===== config.mk =====
export PLATFORM = sky130hd
export DESIGN_NAME = coef_readback_tx
export DESIGN_NICKNAME = d
export VERILOG_FILES = /design/src/rtl/coef_pkg.sv /design/src/rtl/coef_readback_tx.sv
export SDC_FILE = /design/constraint.sdc
export NUM_CORES = 1
export LEC_CHECK = 0
export ABC_CLOCK_PERIOD_IN_PS = 4900
export CAP_MARGIN = 5
export CORE_MARGIN = 5
export CORE_UTILIZATION = 36
export DETAILED_ROUTE_END_ITERATION = 16
export PLACE_DENSITY_LB_ADDON = 0.1
export SLEW_MARGIN = 20
export SYNTH_ARGS = -nofsm -noshare
export SYNTH_HDL_FRONTEND = slang
export SYNTH_SLANG_ARGS = --single-unit

===== constraint.sdc =====
create_clock -name clk_i -period 4.9 [get_ports clk_i]
set_clock_uncertainty 0.15 [all_clocks]
set_input_delay 1.225 -clock clk_i [delete_from_list [all_inputs] [get_ports clk_i]]
set_output_delay 1.225 -clock clk_i [all_outputs]
set_load 0.05 [all_outputs]

===== src/rtl/coef_pkg.sv =====
// Shared constants and the readback state encoding for the FIR coefficient loader/readback pair.
// Latency: n/a (package only).
// Backpressure: n/a (package only).
package coef_pkg;

  // Coefficient bank geometry, shared by the loader and the readback transmitter.
  localparam int N_COEF = 16;
  localparam int COEF_W = 12;  // legal range 9..16

  // Frame framing byte, sent ahead of the coefficient bytes.
  localparam logic [7:0] HDR_BYTE = 8'hC5;

  // Index counter width and total frame length (header + hi/lo per coef + checksum).
  localparam int IDX_W       = $clog2(N_COEF);
  localparam int FRAME_BYTES = 2 * N_COEF + 2;

  // Readback FSM encoding.
  typedef enum logic [2:0] {
    IDLE = 3'd0,
    HDR  = 3'd1,
    HI   = 3'd2,
    LO   = 3'd3,
    CHK  = 3'd4
  } rb_state_e;

endpackage


===== src/rtl/coef_readback_tx.sv =====
// Streams a snapshot of the FIR coefficient bank as a framed byte sequence (HDR, hi/lo x N, CHK).
// Latency: busy/valid rise one cycle after an accepted start; one byte per cycle with ready held high.
// Backpressure: tx_ready_i low holds tx_data_o/tx_valid_o stable until the byte is taken.
//
// Ports:
//   clk_i       system clock
//   rst_i       synchronous active-high reset; aborts any frame in flight (no done pulse)
//   start_i     one-cycle frame request, accepted only while busy_o=0
//   coefs_i     coefficient k at bits [k*COEF_W +: COEF_W], sampled on an accepted start
//   tx_data_o   registered byte towards the UART transmitter
//   tx_valid_o  tx_data_o holds a byte to transfer
//   tx_ready_i  UART transmitter takes the byte on this edge
//   busy_o      frame in progress
//   done_o      one-cycle pulse in the cycle after the checksum byte is taken
module coef_readback_tx
  import coef_pkg::*;
(
  input  logic                     clk_i,
  input  logic                     rst_i,
  input  logic                     start_i,
  input  logic [N_COEF*COEF_W-1:0] coefs_i,
  output logic [7:0]               tx_data_o,
  output logic                     tx_valid_o,
  input  logic                     tx_ready_i,
  output logic                     busy_o,
  output logic                     done_o
);

  localparam logic [IDX_W-1:0] LAST_IDX = IDX_W'(N_COEF - 1);

  // State
  rb_state_e                state_q, state_d;
  logic [IDX_W-1:0]         idx_q,   idx_d;
  logic [N_COEF*COEF_W-1:0] snap_q,  snap_d;
  logic [7:0]               chk_q,   chk_d;
  logic [7:0]               data_q,  data_d;
  logic                     valid_q, valid_d;
  logic                     busy_q,  busy_d;
  logic                     done_q,  done_d;

  // Datapath helpers
  logic             xfer;
  logic             start_acc;
  logic [IDX_W-1:0] idx_sel;
  logic [COEF_W-1:0] cur_coef;
  logic [7:0]       hi_byte;
  logic [7:0]       lo_byte;
  logic [7:0]       chk_upd;

  assign xfer      = valid_q && tx_ready_i;
  assign start_acc = start_i && !busy_q;

  // The next byte is loaded into data_q on the transfer edge, so the coefficient
  // selected here is the one the *following* byte comes from: coef 0 when leaving
  // HDR, the current coef when leaving HI, and the next coef when leaving LO.
  always_comb begin
    idx_sel = idx_q;
    case (state_q)
      HDR:     idx_sel = '0;
      LO:      idx_sel = idx_q + IDX_W'(1);
      default: idx_sel = idx_q;
    endcase
    cur_coef = snap_q[int'(idx_sel) * COEF_W +: COEF_W];
    hi_byte  = 8'(cur_coef >> 8);
    lo_byte  = cur_coef[7:0];
  end

  // Every coefficient byte passes through data_q exactly once, so folding the
  // outgoing byte in on its transfer yields the XOR of all hi/lo bytes.
  assign chk_upd = chk_q ^ data_q;

  // Next-state and output logic
  always_comb begin
    state_d = state_q;
    idx_d   = idx_q;
    snap_d  = snap_q;
    chk_d   = chk_q;
    data_d  = data_q;
    valid_d = valid_q;
    busy_d  = busy_q;
    done_d  = 1'b0;

    case (state_q)
      IDLE: begin
        if (start_acc) begin
          snap_d  = coefs_i;
          chk_d   = 8'h00;
          idx_d   = '0;
          data_d  = HDR_BYTE;
          valid_d = 1'b1;
          busy_d  = 1'b1;
          state_d = HDR;
        end
      end

      HDR: begin
        if (xfer) begin
          data_d  = hi_byte;
          state_d = HI;
        end
      end

      HI: begin
        if (xfer) begin
          chk_d   = chk_upd;
          data_d  = lo_byte;
          state_d = LO;
        end
      end

      LO: begin
        if (xfer) begin
          chk_d = chk_upd;
          if (idx_q != LAST_IDX) begin
            idx_d   = idx_q + IDX_W'(1);
            data_d  = hi_byte;
            state_d = HI;
          end else begin
            // Checksum byte includes the lo byte going out on this edge.
            data_d  = chk_upd;
            state_d = CHK;
          end
        end
      end

      CHK: begin
        if (xfer) begin
          data_d  = 8'h00;
          valid_d = 1'b0;
          busy_d  = 1'b0;
          done_d  = 1'b1;
          state_d = IDLE;
        end
      end

      default: begin
        state_d = IDLE;
        valid_d = 1'b0;
        busy_d  = 1'b0;
      end
    endcase
  end

  always_ff @(posedge clk_i) begin
    if (rst_i) begin
      state_q <= IDLE;
      idx_q   <= '0;
      snap_q  <= '0;
      chk_q   <= 8'h00;
      data_q  <= 8'h00;
      valid_q <= 1'b0;
      busy_q  <= 1'b0;
      done_q  <= 1'b0;
    end else begin
      state_q <= state_d;
      idx_q   <= idx_d;
      snap_q  <= snap_d;
      chk_q   <= chk_d;
      data_q  <= data_d;
      valid_q <= valid_d;
      busy_q  <= busy_d;
      done_q  <= done_d;
    end
  end

  assign tx_data_o  = data_q;
  assign tx_valid_o = valid_q;
  assign busy_o     = busy_q;
  assign done_o     = done_q;

endmodule


==> metrics.cfg, run 1 <==
[floorplanning]
dieArea_mm2 = 0.0302
die_w_um = 174
die-height_um = 174
core_region_area_mm2 = 0.0267
initial_core_util = 0.362
row_count = 60
io_pins = 207

[global_route]
antenna_found_initial = 1
grt_pass1_wl_um = 50400
grt_max_degree = 196
grtUsageTotal = 0.207
grt_pass1_vias = 8949
grt-ovfl-total = 0

[pwr]
p_leak_nw = 4.42
power_density_mw_per_mm2 = 344
vdd_drop_max_mv = 0.167

[sta]
finalCritPeriodShare = 0.756
fin_ws_ns = 1.19
slew-limit-headroom = 0.276
rsz0062_at_grt = false
final-hold-violation-count = 0
setup_violations = 0
hold_ws_ns = 0.302
tns_ns = 0
finalMaxSlewViolations = 0
fin_crit_ns = 3.71
tightest_slew_ns = 1.09
fmax_mhz = 270

[worst_setup_path]
cpMostUsedCell = nor2_1
path_buf_inv = 2
cp_slowest_stage_delay_ns = 0.63
crit_family = simple AND/OR/NAND/NOR gates
timing.reg2reg.setup_slack_ns = 1.28
crit_chain = clkdlybuf4s50_1 -> nor4b_1 -> nor2b_4 -> buf_12 -> nor2_1 -> a21oi_1 -> a2bb2oi_1 -> nor2_1
path_class = primary input to flop
critPathMaxFanout = 195
cp_slowest_cell = nor4b_1
start_kind = primary input
critPathArrivalTime_ns = 3.93
end_kind = flop
required_ns = 5.12

[logic_synthesis]
synth_edf_count = 0
synth_top_area_share = 0.449
syn-cell-area_mm2 = 0.00967
syn_inst = 1261
synth_area_per_cell_um2 = 7.67
yosysWarnings = 0
synth_nets = 1458
yosys.area.top_type = dfxtp_1
synth_top_cells_by_area = dfxtp_1 (45%), nand2_1 (18%), a21oi_1 (12%)
synth.distinct_cells = 63
synthFlopType = dfxtp_1
ys_async_sr_fraction = 0
ys_seq_area_frac = 0.449
ys_seq_elements = 217

[cts]
cts_setup_buffers = 0
clock_sinks = 217
cts.clk_slew.worst_paths_ns = 0.06
cts_tree = built
cts_resized = 0
cts_buffer_depth = 3
root_buffer = clkbuf_16
cts_max_level = 1
clk_latency_ns = 0.52
ctsHoldBuffers = 0
cts_made_buffers = 25

[routing]
drt_iter0_markers = 772
wl_met3_um = 1840
vias = 9181
postRouteAntennaNets = 0
routed_wl_um = 32800
drcViolationCount = 0
viasPerCell = 5.20
wl_met1_um = 14700
dr.pass1.iters = 5
highest_layer = met4
met2_length_um = 15700
detail_route.wl_per_cell_um = 18.6

[placed_design]
dpl_worst_slack_ns = 0.633
dp_hpwl_um = 22200
numPortBuffers = 206
routabilityCongestion = 0.890

[layout]
fin_nets = 1605
final_cell_mix = nand2_1 (474), a21oi_1 (233), dfxtp_1 (217)
final_util = 0.475
areaGrowthSynthToFinish_pct = 31.3
drive_above_1_share = 0.0639
num-fill-cells = 2724
final_common_cell = nand2_1

[run]
cap_violations = 0

[min_path]
hold_class = flop to flop

[outcome]
status = complete, no violations

## per-stage QoR
step | cells | power (mW) | instance area, um2
final | 1766 | 4.37 | 12700
after global placement | 1721 | 2.61 | 11900
after floorplan | 1261 | 2.32 | 9670
after global routing | 1766 | 4.56 | 12700
after CTS | 1764 | 4.41 | 12700
after detailed placement | 1721 | 2.61 | 11900
## power breakdown
| part | leakage [nW] | total, mW | switching [mW] | internal [mW] |
|---|---|---|---|---|
| Combinational | 2.25 | 0.614 | 0.331 | 0.283 |
| Sequential | 1.77 | 1.96 | 0.0718 | 1.89 |
| Clock | 0.392 | 1.80 | 0.731 | 1.07 |
| Total | 4.42 | 4.37 | 1.13 | 3.24 |
## Yosys cell counts, drive strengths merged (4+ instances only)
master     n
nand2    475
a21oi    235
dfxtp    217
clkbuf    73
nand3     47
buf       28
nor2      28
o21ai     27
mux4      23
nand3b     9
a211oi     8
mux2i      7
mux2       6
a31oi      5
nor3       5
a2111oi    4
and2       4
nand2b     4
nand4      4
nor2b      4
nor3b      4
xnor2      4
## logic make-up (layout without fill, tap and decap cells)
| kind of cell | count (synthesis) | count (layout) | share of synthesized area |
|---|---|---|---|
| AO/OA/AOI/OAI | 305 | 305 | 0.175 |
| XOR/XNOR | 4 | 4 | 0.00362 |
| adder cells (fa/ha/maj) | 1 | 1 | 0.00129 |
| buffers and inverters | 102 | 265 | 0.0486 |
| flip-flops | 217 | 217 | 0.449 |
| multiplexers | 36 | 36 | 0.0701 |
| other | 0 | 1 | 0 |
| AND/OR/NAND/NOR | 596 | 596 | 0.252 |
## layer usage
| metal | up-vias | GRT usage |
|---|---|---|
| met1 | 4317 | 0.283 |
| li1 | 4561 | - |
| met4 | 0 | 0.0475 |
| met2 | 264 | 0.342 |
| met3 | 39 | 0.0376 |
| met5 | - | 0 |
## worst reg2reg max path: cells and delay by family (launching register included)
family / cells / cell delay [ns]
flops: 1 / 0.54
compound gates: 4 / 1.36
simple gates: 3 / 1.06
buf+inv: 1 / 0.36
## path summary, 6_finish.rpt
kind / from / endpoint / cells past startpoint
min reg2reg: snap_q[177]$_SDFFE_PP0P_ / snap_q[177]$_SDFFE_PP0P_ / 2
max: start_i / idx_q[3]$_SDFFE_PP0P_ / 8
max reg2reg: state_q[0]$_SDFFE_PP0P_ / tx_data_o[1]$_SDFFE_PP0P_ / 8
min: snap_q[177]$_SDFFE_PP0P_ / snap_q[177]$_SDFFE_PP0P_ / 2
## flip-flops by register name (all words and copies together) (netlist names)
| name | count |
|---|---|
| state_q | 3 |
| chk_q | 8 |
| idx_q | 4 |
| done_o | 1 |
| snap_q | 192 |
| busy_o | 1 |
| tx_data_o | 8 |
## layout make-up
cell class	instances	area, um2	area share
diodes	1	2.50	0.000197
clock buffers	40	772	0.0608
clock inverters	3	18.8	0.00148
inverters	1	3.75	0.000296
multi-input cells	942	4890	0.385
flip-flops and latches	217	4340	0.342
well taps	341	427	0.0336
repair buffers	221	2230	0.176
Note: power is estimated with default switching activity, not from simulation.
==> inputs of run 2 (changes only) <==
- ABC_CLOCK_PERIOD_IN_PS: 4900 -> 3700
- clock period: 4.9 -> 3.7 ns (I/O delays scaled with it)
==> metrics.cfg, run 2 (same netlist as run 1, synthesis figures left out) <==
[worst_setup_path]
path_class = flop to flop
end_kind = flop
r2r-start = state_q[0]$_SDFFE_PP0P_
critPathMaxFanout = 39  ; -80%
timing.reg2reg.setup_slack_ns = 0.27  ; -1.01 ns
required_ns = 3.96  ; -1.16 ns
critPathArrivalTime_ns = 3.69  ; -0.24 ns
r2r-end = tx_data_o[0]$_SDFFE_PP0P_
r2r_cells = 7  ; -1
start_kind = flop

[cts]
cts_buffer_depth = 3  ; unchanged
cts_resized = 0  ; unchanged
cts_max_level = 1  ; unchanged
cts_setup_buffers = 0  ; unchanged
clk_latency_ns = 0.52  ; about the same
cts_tree = built
clock_sinks = 217  ; unchanged
ctsHoldBuffers = 0  ; unchanged
root_buffer = clkbuf_16
cts.clk_slew.worst_paths_ns = 0.06  ; about the same
cts_made_buffers = 25  ; unchanged

[min_path]
hold_class = flop to flop
worstHoldStart = snap_q[187]$_SDFFE_PP0P_
hold_depth = 2  ; unchanged
hold-path-endpoint = snap_q[187]$_SDFFE_PP0P_

[floorplanning]
core_region_area_mm2 = 0.0267  ; unchanged
row_count = 60  ; unchanged
die_w_um = 174  ; unchanged
io_pins = 207  ; unchanged
die-height_um = 174  ; unchanged
initial_core_util = 0.362  ; unchanged
dieArea_mm2 = 0.0302  ; unchanged

[global_route]
grt.busiest_layer = met2
grt-ovfl-total = 0  ; unchanged
use_met3 = 0.0374  ; -0.000217
grtUsageMet1 = 0.283  ; -0.000629
grt_max_degree = 89  ; -55%
grt_pass1_vias = 9110  ; +1.8%
grtUsageTotal = 0.209  ; +0.00191
antenna_found_initial = 2  ; +1
grtUsageMet2 = 0.354  ; +0.0124
grt_pass1_wl_um = 51000  ; +1.2%

[sta]
fin_crit_ns = 3.43
final-hold-violation-count = 0  ; unchanged
rsz0062_at_grt = false
finalCritPeriodShare = 0.928
setup_violations = 0  ; unchanged
fmax_mhz = 291
finalMaxSlewViolations = 0  ; unchanged
tns_ns = 0  ; unchanged
slew-limit-headroom = 0.512  ; +0.236
tightest_slew_ns = 0.732  ; -0.353 ns

[layout]
final_util = 0.480  ; +0.00473
largest_register_ffs = 192  ; unchanged
design_area_mm2 = 0.0128  ; +1.0%
drive_above_1_share = 0.0735  ; +0.00960
ff_latch_area_mm2 = 0.00434  ; unchanged
areaGrowthSynthToFinish_pct = 32.6
num-fill-cells = 2683  ; -1.5%
finalNonFillerCells = 1784  ; +1.0%
final_common_cell = nand2_1
regMostFlops = snap_q
final_cell_mix = nand2_1 (474), a21oi_1 (233), dfxtp_1 (217)
fin_nets = 1625  ; +1.2%
multiInputGateArea_mm2 = 0.00489  ; unchanged

[placed_design]
placed_area_mm2 = 0.0121  ; +1.6%
routabilityCongestion = 0.880  ; -1.1%
numPortBuffers = 206  ; unchanged
dp_hpwl_um = 23100  ; +4.2%
dpl.cell_count = 1742  ; +1.2%

[pwr]
p_leak_nw = 4.50  ; +1.8%
vdd_drop_max_mv = 0.275  ; +65%
power_density_mw_per_mm2 = 449  ; +30%

[routing]
viasPerCell = 5.22  ; +0.44%
drcViolationCount = 0  ; unchanged
detail_route.wl_per_cell_um = 18.5  ; -0.32%
vias = 9315  ; +1.5%
dr.pass1.iters = 7  ; +2
drt_iter0_markers = 762  ; -1.3%
routed_wl_um = 33100  ; +0.69%
postRouteAntennaNets = 0  ; unchanged

[run]
cap_violations = 0  ; unchanged

[outcome]
status = complete, no violations

==> run 2: changes by cell type in the layout (fill, tap and decap cells not counted) <==
cell	change
buf_12	+3
buf_16	-1
buf_4	+18
bufinv_16	+1
clkbuf_1	+3
clkbuf_8	-6
clkinv_4	-1
inv_6	+1
==> run 2: layout make-up <==
type / instances / share of cell area
Antenna cell: 1 / 0.000195
Multi-Input combinational cell: 942 / 0.382
Sequential cell: 217 / 0.339
Tap cell: 341 / 0.0333
Clock buffer: 37 / 0.0547
Clock inverter: 4 / 0.00381
Timing Repair Buffer: 241 / 0.187
Inverter: 1 / 0.000293
==> run 2: metrics by stage <==
stage	setup slack, ns	power, mW	hold slack [ns]
after global routing	0.0682	6.01	0.320
after floorplan	1.04	3.07	0.282
after detailed placement	0.317	3.49	0.296
final	0.265	5.75	0.300
after CTS	0.291	5.81	0.304
after global placement	0.321	3.48	0.289
==> run 2: critical path: stages (launching register included) <==
cell,delay (ns)
dfxtp_1,0.59
nand2b_1,0.40
mux2_4,0.68
and2_1,0.30
a2111oi_2,0.42
a41oi_1,0.09
a41o_1,0.28
o41a_1,0.40
==> run 2: where the power goes <==
part	total [mW]	switching (mW)	internal, mW
Clock	2.32	0.953	1.37
Combinational	0.840	0.447	0.393
Sequential	2.60	0.0984	2.50
Total	5.75	1.50	4.26
==> run 2: how the worst max path moves through the flow <==
stage | startpoint | endpoint | slack, ns | depth (start not counted)
5_1_grt | state_q[0]$_SDFFE_PP0P_ | tx_data_o[2]$_SDFFE_PP0P_ | 0.07 | 8
3_5_place_dp | state_q[0]$_SDFFE_PP0P_ | tx_data_o[0]$_SDFFE_PP0P_ | 0.32 | 7
2_1_floorplan | start_i | tx_data_o[3]$_SDFFE_PP0P_ | 1.04 | 9
4_1_cts | state_q[0]$_SDFFE_PP0P_ | tx_data_o[0]$_SDFFE_PP0P_ | 0.29 | 7
6_report | state_q[0]$_SDFFE_PP0P_ | tx_data_o[0]$_SDFFE_PP0P_ | 0.27 | 7
3_3_place_gp | state_q[2]$_SDFFE_PP0P_ | tx_data_o[0]$_SDFFE_PP0P_ | 0.32 | 7
==> run 2: per-layer routing <==
metal,up-vias,part of all wire,routed length [um]
li1,4600,-,-
met1,4401,0.44,14700
met2,271,0.48,15800
met3,41,0.061,2020
met4,2,0.015,510
met5,-,0.00033,11
==> inputs of run 3 (changes only) <==
- PLACE_DENSITY_LB_ADDON: 0.1 -> default
==> metrics.cfg, run 3 (same netlist as run 1, synthesis figures left out) <==
[pwr]
power_density_mw_per_mm2 = 454  ; +1.3%
vdd_drop_max_mv = 0.235  ; -15%
p_leak_nw = 4.53  ; +0.65%

[sta]
fin_crit_ns = 3.14  ; -0.295 ns
fmax_mhz = 318  ; +9.4%
tns_ns = 0  ; unchanged
slew-limit-headroom = 0.492  ; -0.0203
tightest_slew_ns = 0.763  ; +0.0305 ns
rsz0062_at_grt = false
finalMaxSlewViolations = 0  ; unchanged
finalCritPeriodShare = 0.849  ; -0.0796
setup_violations = 0  ; unchanged
final-hold-violation-count = 0  ; unchanged

[worst_setup_path]
path_class = flop to flop
cp_slowest_cell = mux2_4
end_kind = flop
r2r-start = state_q[0]$_SDFFE_PP0P_
critPathArrivalTime_ns = 3.39  ; -0.30 ns
critPathLaunch = state_q[0]$_SDFFE_PP0P_
crit_chain = nand2b_1 -> mux2_4 -> and2_1 -> a2111oi_2 -> a41oi_1 -> a41o_1 -> o41a_1
crit_end = tx_data_o[0]$_SDFFE_PP0P_
critPathMaxFanout = 43  ; +10%
start_kind = flop
timing.reg2reg.setup_slack_ns = 0.56  ; +0.29 ns
required_ns = 3.95  ; about the same
r2r-end = tx_data_o[0]$_SDFFE_PP0P_
r2r_cells = 7  ; unchanged
cp_slowest_stage_delay_ns = 0.61  ; -0.07 ns

[placed_design]
numPortBuffers = 206  ; unchanged
dp_hpwl_um = 23000  ; -0.49%
placed_area_mm2 = 0.0121  ; about the same
routabilityCongestion = 0.875  ; -0.55%

[routing]
postRouteAntennaNets = 0  ; unchanged
drt_iter0_markers = 829  ; +8.8%
vias = 9319  ; +0.043%
routed_wl_um = 32700  ; -1.2%
detail_route.wl_per_cell_um = 18.3  ; -1.4%
dr.pass1.iters = 5  ; -2
drcViolationCount = 0  ; unchanged
viasPerCell = 5.21  ; -0.13%

[floorplanning]
row_count = 60  ; unchanged
initial_core_util = 0.362  ; unchanged
core_region_area_mm2 = 0.0267  ; unchanged
dieArea_mm2 = 0.0302  ; unchanged
die_w_um = 174  ; unchanged
io_pins = 207  ; unchanged
die-height_um = 174  ; unchanged

[cts]
cts_setup_buffers = 0  ; unchanged
cts.clk_slew.worst_paths_ns = 0.06  ; about the same
ctsHoldBuffers = 0  ; unchanged
cts_buffer_depth = 3  ; unchanged
cts_made_buffers = 25  ; unchanged
cts_max_level = 1  ; unchanged
cts_resized = 0  ; unchanged
clock_sinks = 217  ; unchanged
clk_latency_ns = 0.52  ; about the same
cts_tree = built
root_buffer = clkbuf_16

[layout]
areaGrowthSynthToFinish_pct = 33.0
drive_above_1_share = 0.0761  ; +0.00262
regMostFlops = snap_q
design_area_mm2 = 0.0129  ; +0.33%
fin_nets = 1624  ; -0.062%
final_common_cell = nand2_1
final_cell_mix = nand2_1 (474), a21oi_1 (233), dfxtp_1 (217)
largest_register_ffs = 192  ; unchanged

[run]
cap_violations = 0  ; unchanged

[global_route]
grt-ovfl-total = 0  ; unchanged
antenna_found_initial = 1  ; -1
grtUsageTotal = 0.206  ; -0.00271
grt_max_degree = 97  ; +9.0%
grt_pass1_wl_um = 50300  ; -1.5%
grt_pass1_vias = 9150  ; +0.44%

[min_path]
hold_class = flop to flop

[outcome]
status = complete, no violations

## run 3: layout make-up
class                           instances  area, um2
Clock buffer                           35        693
Clock inverter                         10        103
Multi-Input combinational cell        942       4880
Fill cell                            2703      13900
Timing Repair Buffer                  240       2410
Tap cell                              341        427
Sequential cell                       217       4340
Antenna cell                            1       2.50
Inverter                                1       3.75
## run 3: per-stage QoR
step                      setup WS [ns]  std cells  power, mW  hold slack (ns)  utilization
after global routing              0.440       1786       6.11            0.318        0.481
after detailed placement          0.440       1741       3.48            0.296        0.451
after floorplan                    1.04       1261       3.07            0.282            -
after CTS                         0.548       1786       5.90            0.304        0.481
final                             0.560       1787       5.85            0.302        0.481
after global placement            0.458       1741       3.47            0.288        0.451
## run 3: worst max-delay path: cells and delay by family, from the launching register on
family,cells,cell delay (ns)
AOI/OAI and AO/OA,4,1.18
muxes,1,0.61
DFF,1,0.54
and+or+nand+nor,2,0.54
## run 3: how the worst min path moves through the flow
stage	start	end	cells past startpoint
6_report	snap_q[118]$_SDFFE_PP0P_	snap_q[118]$_SDFFE_PP0P_	2
5_1_grt	snap_q[40]$_SDFFE_PP0P_	snap_q[40]$_SDFFE_PP0P_	2
4_1_cts	snap_q[52]$_SDFFE_PP0P_	snap_q[52]$_SDFFE_PP0P_	2
3_5_place_dp	snap_q[52]$_SDFFE_PP0P_	snap_q[52]$_SDFFE_PP0P_	2
3_3_place_gp	snap_q[172]$_SDFFE_PP0P_	snap_q[172]$_SDFFE_PP0P_	2
2_1_floorplan	snap_q[142]$_SDFFE_PP0P_	snap_q[142]$_SDFFE_PP0P_	2
## run 3: where the power goes
group	switching (mW)	internal [mW]	total, mW	leakage (nW)
Sequential	0.0951	2.50	2.59	1.77
Combinational	0.442	0.393	0.835	2.36
Clock	0.978	1.44	2.42	0.394
## run 3: per-layer routing
layer	vias up	track usage	part of all wire
met5	-	0	0.00061
met4	2	0.0584	0.023
met3	42	0.0446	0.068
met2	312	0.342	0.48
met1	4368	0.271	0.43
li1	4595	-	-
